`src/rtl/brg_slave_xcel_gcd_array.sv`:
```
// Array of independent iterative GCD engines behind a manycore slave port.
// Each channel exposes an 8-word CSR window: OPA, OPB, GO, STATUS, RESULT, CYCLES.
module brg_slave_xcel_gcd_array #(
  parameter int unsigned data_width_p = 32,
  parameter int unsigned addr_width_p = 32,
  parameter int unsigned num_chan_p   = 4,
  parameter bit          block_go_p   = 1'b1,
  parameter int unsigned cyc_width_p  = 16
) (
  input  logic                      clk_i,
  input  logic                      reset_i,
  input  logic                      in_v_i,
  input  logic [addr_width_p-1:0]   in_addr_i,
  input  logic [data_width_p-1:0]   in_data_i,
  input  logic [data_width_p/8-1:0] in_mask_i,
  input  logic                      in_we_i,
  output logic                      in_yumi_o,
  output logic                      returning_v_o,
  output logic [data_width_p-1:0]   returning_data_o,
  output logic [num_chan_p-1:0]     busy_o
);

  localparam int unsigned MaskW = data_width_p / 8;
  localparam logic [cyc_width_p-1:0] CycOne = cyc_width_p'(1);

  localparam logic [2:0] RegOpa    = 3'd0;
  localparam logic [2:0] RegOpb    = 3'd1;
  localparam logic [2:0] RegGo     = 3'd2;
  localparam logic [2:0] RegStatus = 3'd3;
  localparam logic [2:0] RegResult = 3'd4;
  localparam logic [2:0] RegCycles = 3'd5;

  typedef enum logic {StIdle, StCalc} state_e;

  // Per-channel state
  state_e                  state_q [num_chan_p];
  logic [data_width_p-1:0] opa_q   [num_chan_p];
  logic [data_width_p-1:0] opb_q   [num_chan_p];
  logic [data_width_p-1:0] a_q     [num_chan_p];
  logic [data_width_p-1:0] b_q     [num_chan_p];
  logic [data_width_p-1:0] res_q   [num_chan_p];
  logic [cyc_width_p-1:0]  cyc_q   [num_chan_p];
  logic [num_chan_p-1:0]   done_q;
  logic [num_chan_p-1:0]   err_q;

  // Response path
  logic                    ret_v_q;
  logic [data_width_p-1:0] ret_data_q;
  logic [data_width_p-1:0] rdata_d;

  // Request decode
  logic [3:0]            chan;
  logic [2:0]            regsel;
  logic                  hi_zero;
  logic                  mapped;
  logic [num_chan_p-1:0] sel;
  logic                  sel_busy;
  logic                  is_go;
  logic                  stall;
  logic [num_chan_p-1:0] wr_hit;
  logic [num_chan_p-1:0] rd_hit;
  logic [num_chan_p-1:0] go_hit;

  assign chan    = in_addr_i[6:3];
  assign regsel  = in_addr_i[2:0];
  assign hi_zero = ((in_addr_i >> 7) == '0);
  assign mapped  = hi_zero && ({28'd0, chan} < num_chan_p);

  always_comb begin
    sel = '0;
    for (int c = 0; c < num_chan_p; c++) begin
      sel[c] = mapped && (chan == 4'(c));
    end
  end

  always_comb begin
    for (int c = 0; c < num_chan_p; c++) begin
      busy_o[c] = (state_q[c] == StCalc);
    end
  end

  assign sel_busy  = |(sel & busy_o);
  assign is_go     = in_v_i && in_we_i && (regsel == RegGo);
  // Only a GO aimed at a running engine can hold off the requester.
  assign stall     = block_go_p && is_go && sel_busy;
  assign in_yumi_o = in_v_i && !stall;

  always_comb begin
    wr_hit = '0;
    rd_hit = '0;
    go_hit = '0;
    for (int c = 0; c < num_chan_p; c++) begin
      wr_hit[c] = in_yumi_o && in_we_i && sel[c];
      rd_hit[c] = in_yumi_o && !in_we_i && sel[c];
      go_hit[c] = wr_hit[c] && (regsel == RegGo);
    end
  end

  // Read mux samples pre-update register state; writes and unmapped reads return zero.
  always_comb begin
    rdata_d = '0;
    for (int c = 0; c < num_chan_p; c++) begin
      if (rd_hit[c]) begin
        unique case (regsel)
          RegOpa:    rdata_d = opa_q[c];
          RegOpb:    rdata_d = opb_q[c];
          RegStatus: rdata_d = {{(data_width_p-3){1'b0}}, err_q[c], done_q[c], busy_o[c]};
          RegResult: rdata_d = res_q[c];
          RegCycles: rdata_d = data_width_p'(cyc_q[c]);
          default:   rdata_d = '0;
        endcase
      end
    end
  end

  always_ff @(posedge clk_i or posedge reset_i) begin
    if (reset_i) begin
      ret_v_q    <= 1'b0;
      ret_data_q <= '0;
      done_q     <= '0;
      err_q      <= '0;
      for (int c = 0; c < num_chan_p; c++) begin
        state_q[c] <= StIdle;
        opa_q[c]   <= '0;
        opb_q[c]   <= '0;
        a_q[c]     <= '0;
        b_q[c]     <= '0;
        res_q[c]   <= '0;
        cyc_q[c]   <= '0;
      end
    end else begin
      ret_v_q    <= in_yumi_o;
      ret_data_q <= rdata_d;
      for (int c = 0; c < num_chan_p; c++) begin
        // Byte-masked operand CSR writes; the engine copy is untouched.
        if (wr_hit[c] && (regsel == RegOpa)) begin
          for (int b = 0; b < MaskW; b++) begin
            if (in_mask_i[b]) opa_q[c][8*b +: 8] <= in_data_i[8*b +: 8];
          end
        end
        if (wr_hit[c] && (regsel == RegOpb)) begin
          for (int b = 0; b < MaskW; b++) begin
            if (in_mask_i[b]) opb_q[c][8*b +: 8] <= in_data_i[8*b +: 8];
          end
        end

        // Read-clear comes first so a same-cycle completion below overrides it.
        if (rd_hit[c] && (regsel == RegResult)) done_q[c] <= 1'b0;

        unique case (state_q[c])
          StIdle: begin
            if (go_hit[c]) begin
              a_q[c]     <= opa_q[c];
              b_q[c]     <= opb_q[c];
              done_q[c]  <= 1'b0;
              err_q[c]   <= 1'b0;
              cyc_q[c]   <= '0;
              state_q[c] <= StCalc;
            end
          end
          StCalc: begin
            if (cyc_q[c] != '1) cyc_q[c] <= cyc_q[c] + CycOne;
            if (a_q[c] < b_q[c]) begin
              a_q[c] <= b_q[c];
              b_q[c] <= a_q[c];
            end else if (b_q[c] != '0) begin
              a_q[c] <= a_q[c] - b_q[c];
            end else begin
              res_q[c]   <= a_q[c];
              done_q[c]  <= 1'b1;
              state_q[c] <= StIdle;
            end
            // Reachable only in drop mode; blocking mode stalls such a GO.
            if (go_hit[c]) err_q[c] <= 1'b1;
          end
          default: state_q[c] <= StIdle;
        endcase
      end
    end
  end

  assign returning_v_o    = ret_v_q;
  assign returning_data_o = ret_data_q;

endmodule
```
`config.mk`:
```
export PLATFORM = sky130hd
export DESIGN_NAME = brg_slave_xcel_gcd_array
export DESIGN_NICKNAME = d
export VERILOG_FILES = /design/src/rtl/brg_slave_xcel_gcd_array.sv
export SDC_FILE = /design/constraint.sdc
export NUM_CORES = 2
export LEC_CHECK = 0
export CELL_PAD_IN_SITES_DETAIL_PLACEMENT = 0
export CELL_PAD_IN_SITES_GLOBAL_PLACEMENT = 1
export CORE_MARGIN = 5
export CORE_UTILIZATION = 40
export DETAILED_ROUTE_END_ITERATION = 8
export PLACE_DENSITY_LB_ADDON = 0.1
export SETUP_SLACK_MARGIN = 0.4
export SKIP_CTS_REPAIR_TIMING = 1
export SYNTH_ARGS = -nofsm -noshare
export SYNTH_HDL_FRONTEND = slang
export SYNTH_SLANG_ARGS = --single-unit
```
`constraint.sdc`:
```
create_clock -name clk_i -period 28.4 [get_ports clk_i]
set_input_delay 4.26 -clock clk_i [delete_from_list [all_inputs] [get_ports clk_i]]
set_output_delay 4.26 -clock clk_i [all_outputs]
set_load 0.05 [all_outputs]
```
---- Word-level counts from Yosys, hierarchy flattened ----
Cells that the tools add are included.
cells by class
  bitwise operators ....................... 13
  order comparisons ....................... 5
  eq/ne operators ......................... 32
  mux-type cells .......................... 96
  add/sub/neg operators ................... 8
  reduce and logical (&&, ||, !) cells .... 97
operators with widths
  kind                   number
  $mux 32                24
  $pmux 32 s5            4
  $pmux 32 s2            8
  $lt 32x32->1           4
  $mux 16                8
  $pmux 16 s2            4
  $reduce_bool 32->1     4
  $sub 32x32->32         4
  $reduce_and 2->1       48
  $add 16x1->16 const B  4
  $ne 16x16->1 const B   4
  $mux 1                 36
  $logic_and 1x1->1      35
  $logic_not 32->1       1
  $ne 2x1->1 const B     12
  $pmux 1 s2             12
  $ne 3x1->1 const B     4
  $not 1->1              12
  $reduce_and 3->1       4
  $eq 4x2->1 const B     2
  $ne 2x2->1 const B     4
  $eq 3x2->1 const B     2
  $eq 3x3->1 const B     2
  $and 4x4->4            1
  other kinds (7)        8
storage, ports and cells
  word-level logic and storage cells ...... 310
  output and inout port bits .............. 38
  bits of input ports ..................... 72
  register bits after elaboration ......... 749

---- Depth between registers and ports, before layout ----
  depth in word-level cells ............... 15
  mapped depth ............................ 16
  mapped depth without buffers ............ 14

---- Least setup slack after synthesis ----
Ideal clock, no wire load.
  path kind ............................... input to output
  start point ............................. input port in_addr_i[3]
  end point ............................... output port in_yumi_o
  arrival ................................. 5.938 ns
  setup slack ............................. 18.202 ns
  cell stages on the path ................. 3
  data required time ...................... 24.140 ns
  path buffers ............................ 1
  cells stage by stage .................... clkbuf_1 mux4_2 a31oi_1
between the ends
  cells in the longest elaborated chain, start to end .. 8
  elaborated cells between the ends (all ways) .. 15
  classes of those cells .................. 1 x order compare; 3 x eq/ne; 1 x bitwise; 10 x reduce/logical
ends and longest elaborated chain
  what                 RTL line  source
  start, declared      13        input logic [addr_width_p-1:0] in_addr_i,
  $lt 4x3->1           67        assign mapped = hi_zero && ({28'd0, chan} < num_chan_p);
  $logic_and 1x1->1    67
  $logic_and 1x1->1    72        sel[c] = mapped && (chan == 4'(c));
  $and 4x4->4 *        82        assign sel_busy = |(sel & busy_o);
  $reduce_or 4->1 *    82
  $logic_and 1x1->1 *  85        assign stall = block_go_p && is_go && sel_busy;
  $logic_not 1->1 *    86        assign in_yumi_o = in_v_i && !stall;
  $logic_and 1x1->1 *  86
  end, declared        17        output logic in_yumi_o,
Every way passes the cells marked *; elsewhere a longest branch is shown, timed or not.

---- Worst setup path in the final report ----
  start point ............................. input port in_addr_i[1]
  end point ............................... output port in_yumi_o
between the ends
  cells in the longest elaborated chain, start to end .. 5
ends and longest elaborated chain
  what               RTL line  source
  $eq 3x2->1         83        assign is_go = in_v_i && in_we_i && (regsel == RegGo);
  $logic_and 1x1->1  83
  $logic_and 1x1->1  85
  $logic_not 1->1    86
  $logic_and 1x1->1  86
Every way passes these cells.

==> results.yml <==
floorplanning:
  die-area_sq_mm: 0.114
  initial_core_util: 0.402
  dieWidth_microns: 338
  fp.dieH_microns: 338
  num_io_pins: 110
  core-area_sq_mm: 0.107
  row_count: 120
placed_design:
  gp_congestion: 0.842
  io_buffers: 109
  placedInstanceArea_sq_mm: 0.0454
  pre_cts_ws_ns: 17.33
  dp_hpwl_microns: 107000
layout:
  num-fill-cells: 10310
  final_area_sq_mm: 0.0485
  final_util: 0.454
  layout.nets: 4560
  drive_above_1_share: 0.154
  area_delta_synth_final_pct: 12.9
setup_path:
  crit_type: "in -> out"
  cpPeakStageDelay_ns: 0.75
  critical_path.slowest_cell: "clkdlybuf4s50_1"
  setup.worst_path.start_class: "primary input"
  cp.depth: 6
  path_common_cell: "clkdlybuf4s50_1"
  end_kind: "output pin"
  worst-path-max-fanout: 30
  arrival_ns: 6.82
  worstPathRequired_ns: 24.14
  cp_num_buf_inv: 4
  path_cells: "clkdlybuf4s50_1 > buf_4 > inv_2 > nor4b_1 > a31oi_1 > clkdlybuf4s50_1"
  crit_family: "buffers and inverters"
  rr_worst_depth: 15
timing:
  clock.fmax_mhz: 90.3
  skew_ns: 0.0271
  period_minus_slack_ns: 11.08
  rsz0062_at_grt: "no"
  finalCritPeriodShare: 0.390
  setup_viol: 0
  slew_headroom: 0.137
  setup_tns_ns: 0
  finalMaxSlewViolations: 0
  worstMarginPinSlew_ns: 1.29
  hold_viol: 0
  layout_setup_ws_ns: 17.32
routing:
  drt_wl_total_microns: 151000
  dr.pass1.iters: 6
  drt_iter0_drc: 3005
  num_vias: 33981
  post_drt_wl_per_cell_microns: 25.9
  ant_nets: 0
  remaining_drc_errors: 0
  viasPerCell: 5.83
power:
  power_density_mw_per_mm2: 48.9
  power.leakage_nw: 22.0
  ir_drop_uv: 44.7
synth:
  synth_edf_count: 0
  synth_top_cells_by_count: "749 x dfrtp_1, 390 x nor2_1, 389 x mux2_2"
  ys_seq_area_frac: 0.436
  synthesis.area_sq_mm: 0.0430
  ys_top_cells_by_area: "dfrtp_1 44%, mux2_2 10%, mux2i_1 6.1%, o21ai_0 4.0%, ha_1 3.8%"
  yosys_warnings: 0
  synth_top_area_frac: 0.436
  syn_nets: 4537
  avgSynthCellArea_sq_um: 9.93
  synth_cell_type_count: 84
  yosysTopAreaCell: "dfrtp_1"
  yosysMostFrequentCell: "dfrtp_1"
  synth-seq-cells: 749
  syn_inst: 4329
  yosys_most_used_dff: "dfrtp_1"
  async_flop_share: 1.00
cts:
  clk_latency_ns: 0.67
  htreeDepth: 3
  clock-sinks: 749
  numCtsBuffers: 89
  clockBufferDepth: 3
  cts.clk_slew.worst_paths_ns: 0.06
  cts_root_buffer: "clkbuf_16"
  cts_tree: "done"
grt:
  grt_antenna_before_repair: 19
  first_global_vias: 33643
  grt_overflow: 0
  grt_max_degree: 113
  grt_usage: 0.262
  grt_pass1_wl_microns: 225000
worst_hold_path:
  hold_depth: 1
  hold_path.class: "reg -> reg"
outcome:
  status: "finished clean"
run:
  cap_violations: 0
-- area by class of cell --
type / instances / area (sq um) / share of cell area
clock inverters: 35 / 429 / 0.00885
diodes: 4 / 10.0 / 0.000206
well taps: 1403 / 1760 / 0.0362
multi-input cells: 3171 / 22700 / 0.468
repair buffers: 169 / 1540 / 0.0317
clock buffers: 128 / 2660 / 0.0548
inverters: 172 / 653 / 0.0135
flip-flops and latches: 749 / 18800 / 0.387
-- layout by cell type, fill, tap and decap left out, types with 11 or more instances in the layout --
cell and n:
nor2b_1 26, o31ai_1 11, a211oi_1 45, clkbuf_8 25, inv_1 168, nor2_1 389, buf_4 61, mux2_2 389
clkbuf_16 91, mux4_2 36, a221o_1 12, nand4_1 30, o21ai_0 341, nor4_1 47, nand3_1 59, mux2i_1 262
or3_1 11, ha_1 132, a222oi_1 35, a22oi_1 12, clkinv_2 17, dfrtp_1 745, o21a_1 27, nand2_1 352
o22ai_1 14, xor2_1 49, a311oi_1 11, a31oi_1 35, clkbuf_1 13, nand2b_1 51, a221oi_1 14, and2_1 16
a22o_1 22, clkdlybuf4s50_1 106, a21o_1 75, a21oi_1 323, xnor2_1 61, nor3_1 32, and3_1 54, o211ai_1 40
-- per-stage QoR --
stage / total power, W / hold WS [ns] / instances
6_report: 0.00237 / 0.497 / 5831
5_1_grt: 0.00244 / 0.511 / 5828
4_1_cts: 0.00240 / 0.491 / 5827
3_5_place_dp: 0.00118 / 0.474 / 5664
3_3_place_gp: 0.00118 / 0.471 / 5664
2_1_floorplan: 0.00113 / 0.445 / 4329
-- final timing paths --
check	startpoint	to	slack, ns
max	in_addr_i[1]	in_yumi_o	17.32
min	err_q[3]	err_q[3]	0.50
max reg2reg	a_q[32]	a_q[59]	22.63
min reg2reg	err_q[3]	err_q[3]	0.50
max in group asynchronous	reset_i	b_q[58]	20.95
min in group asynchronous	reset_i	b_q[36]	4.15
-- layer usage --
metal  part of all wire  track usage  vias to the layer above
met4              0.032       0.0767                        2
met5            0.00013            0                        -
met3              0.046       0.0353                      228
li1                   -            -                    15796
met1               0.46        0.372                    17107
met2               0.46        0.421                      848
-- cell families (layout without fill, tap and decap cells) --
group	Yosys count	after routing	share of synthesized area
other	0	4	0
muxes	687	687	0.182
and+or+nand+nor	1109	1109	0.117
buffers and inverters	409	504	0.0373
xor gates and xnor gates	110	110	0.0224
DFF	749	749	0.436
AOI/OAI and AO/OA	1129	1129	0.165
adders and majority gates	136	136	0.0403
-- sequential cells by signal, summed over array words and instances (netlist names) --
signal and cells:
a_q 128, b_q 128, busy_o 4, cyc_q 64
done_q 4, err_q 4, opa_q 128, opb_q 128
res_q 128, returning_data_o 32, returning_v_o 1
-- report_power, final --
group | switching [W] | internal [W] | leakage (nW)
Sequential | 0.0000000179 | 0.00107 | 9.80
Clock | 0.000482 | 0.000731 | 1.53
Combinational | 0.0000694 | 0.0000226 | 10.7
Total | 0.000551 | 0.00182 | 22.0
Power figures use the tool's default switching activity.
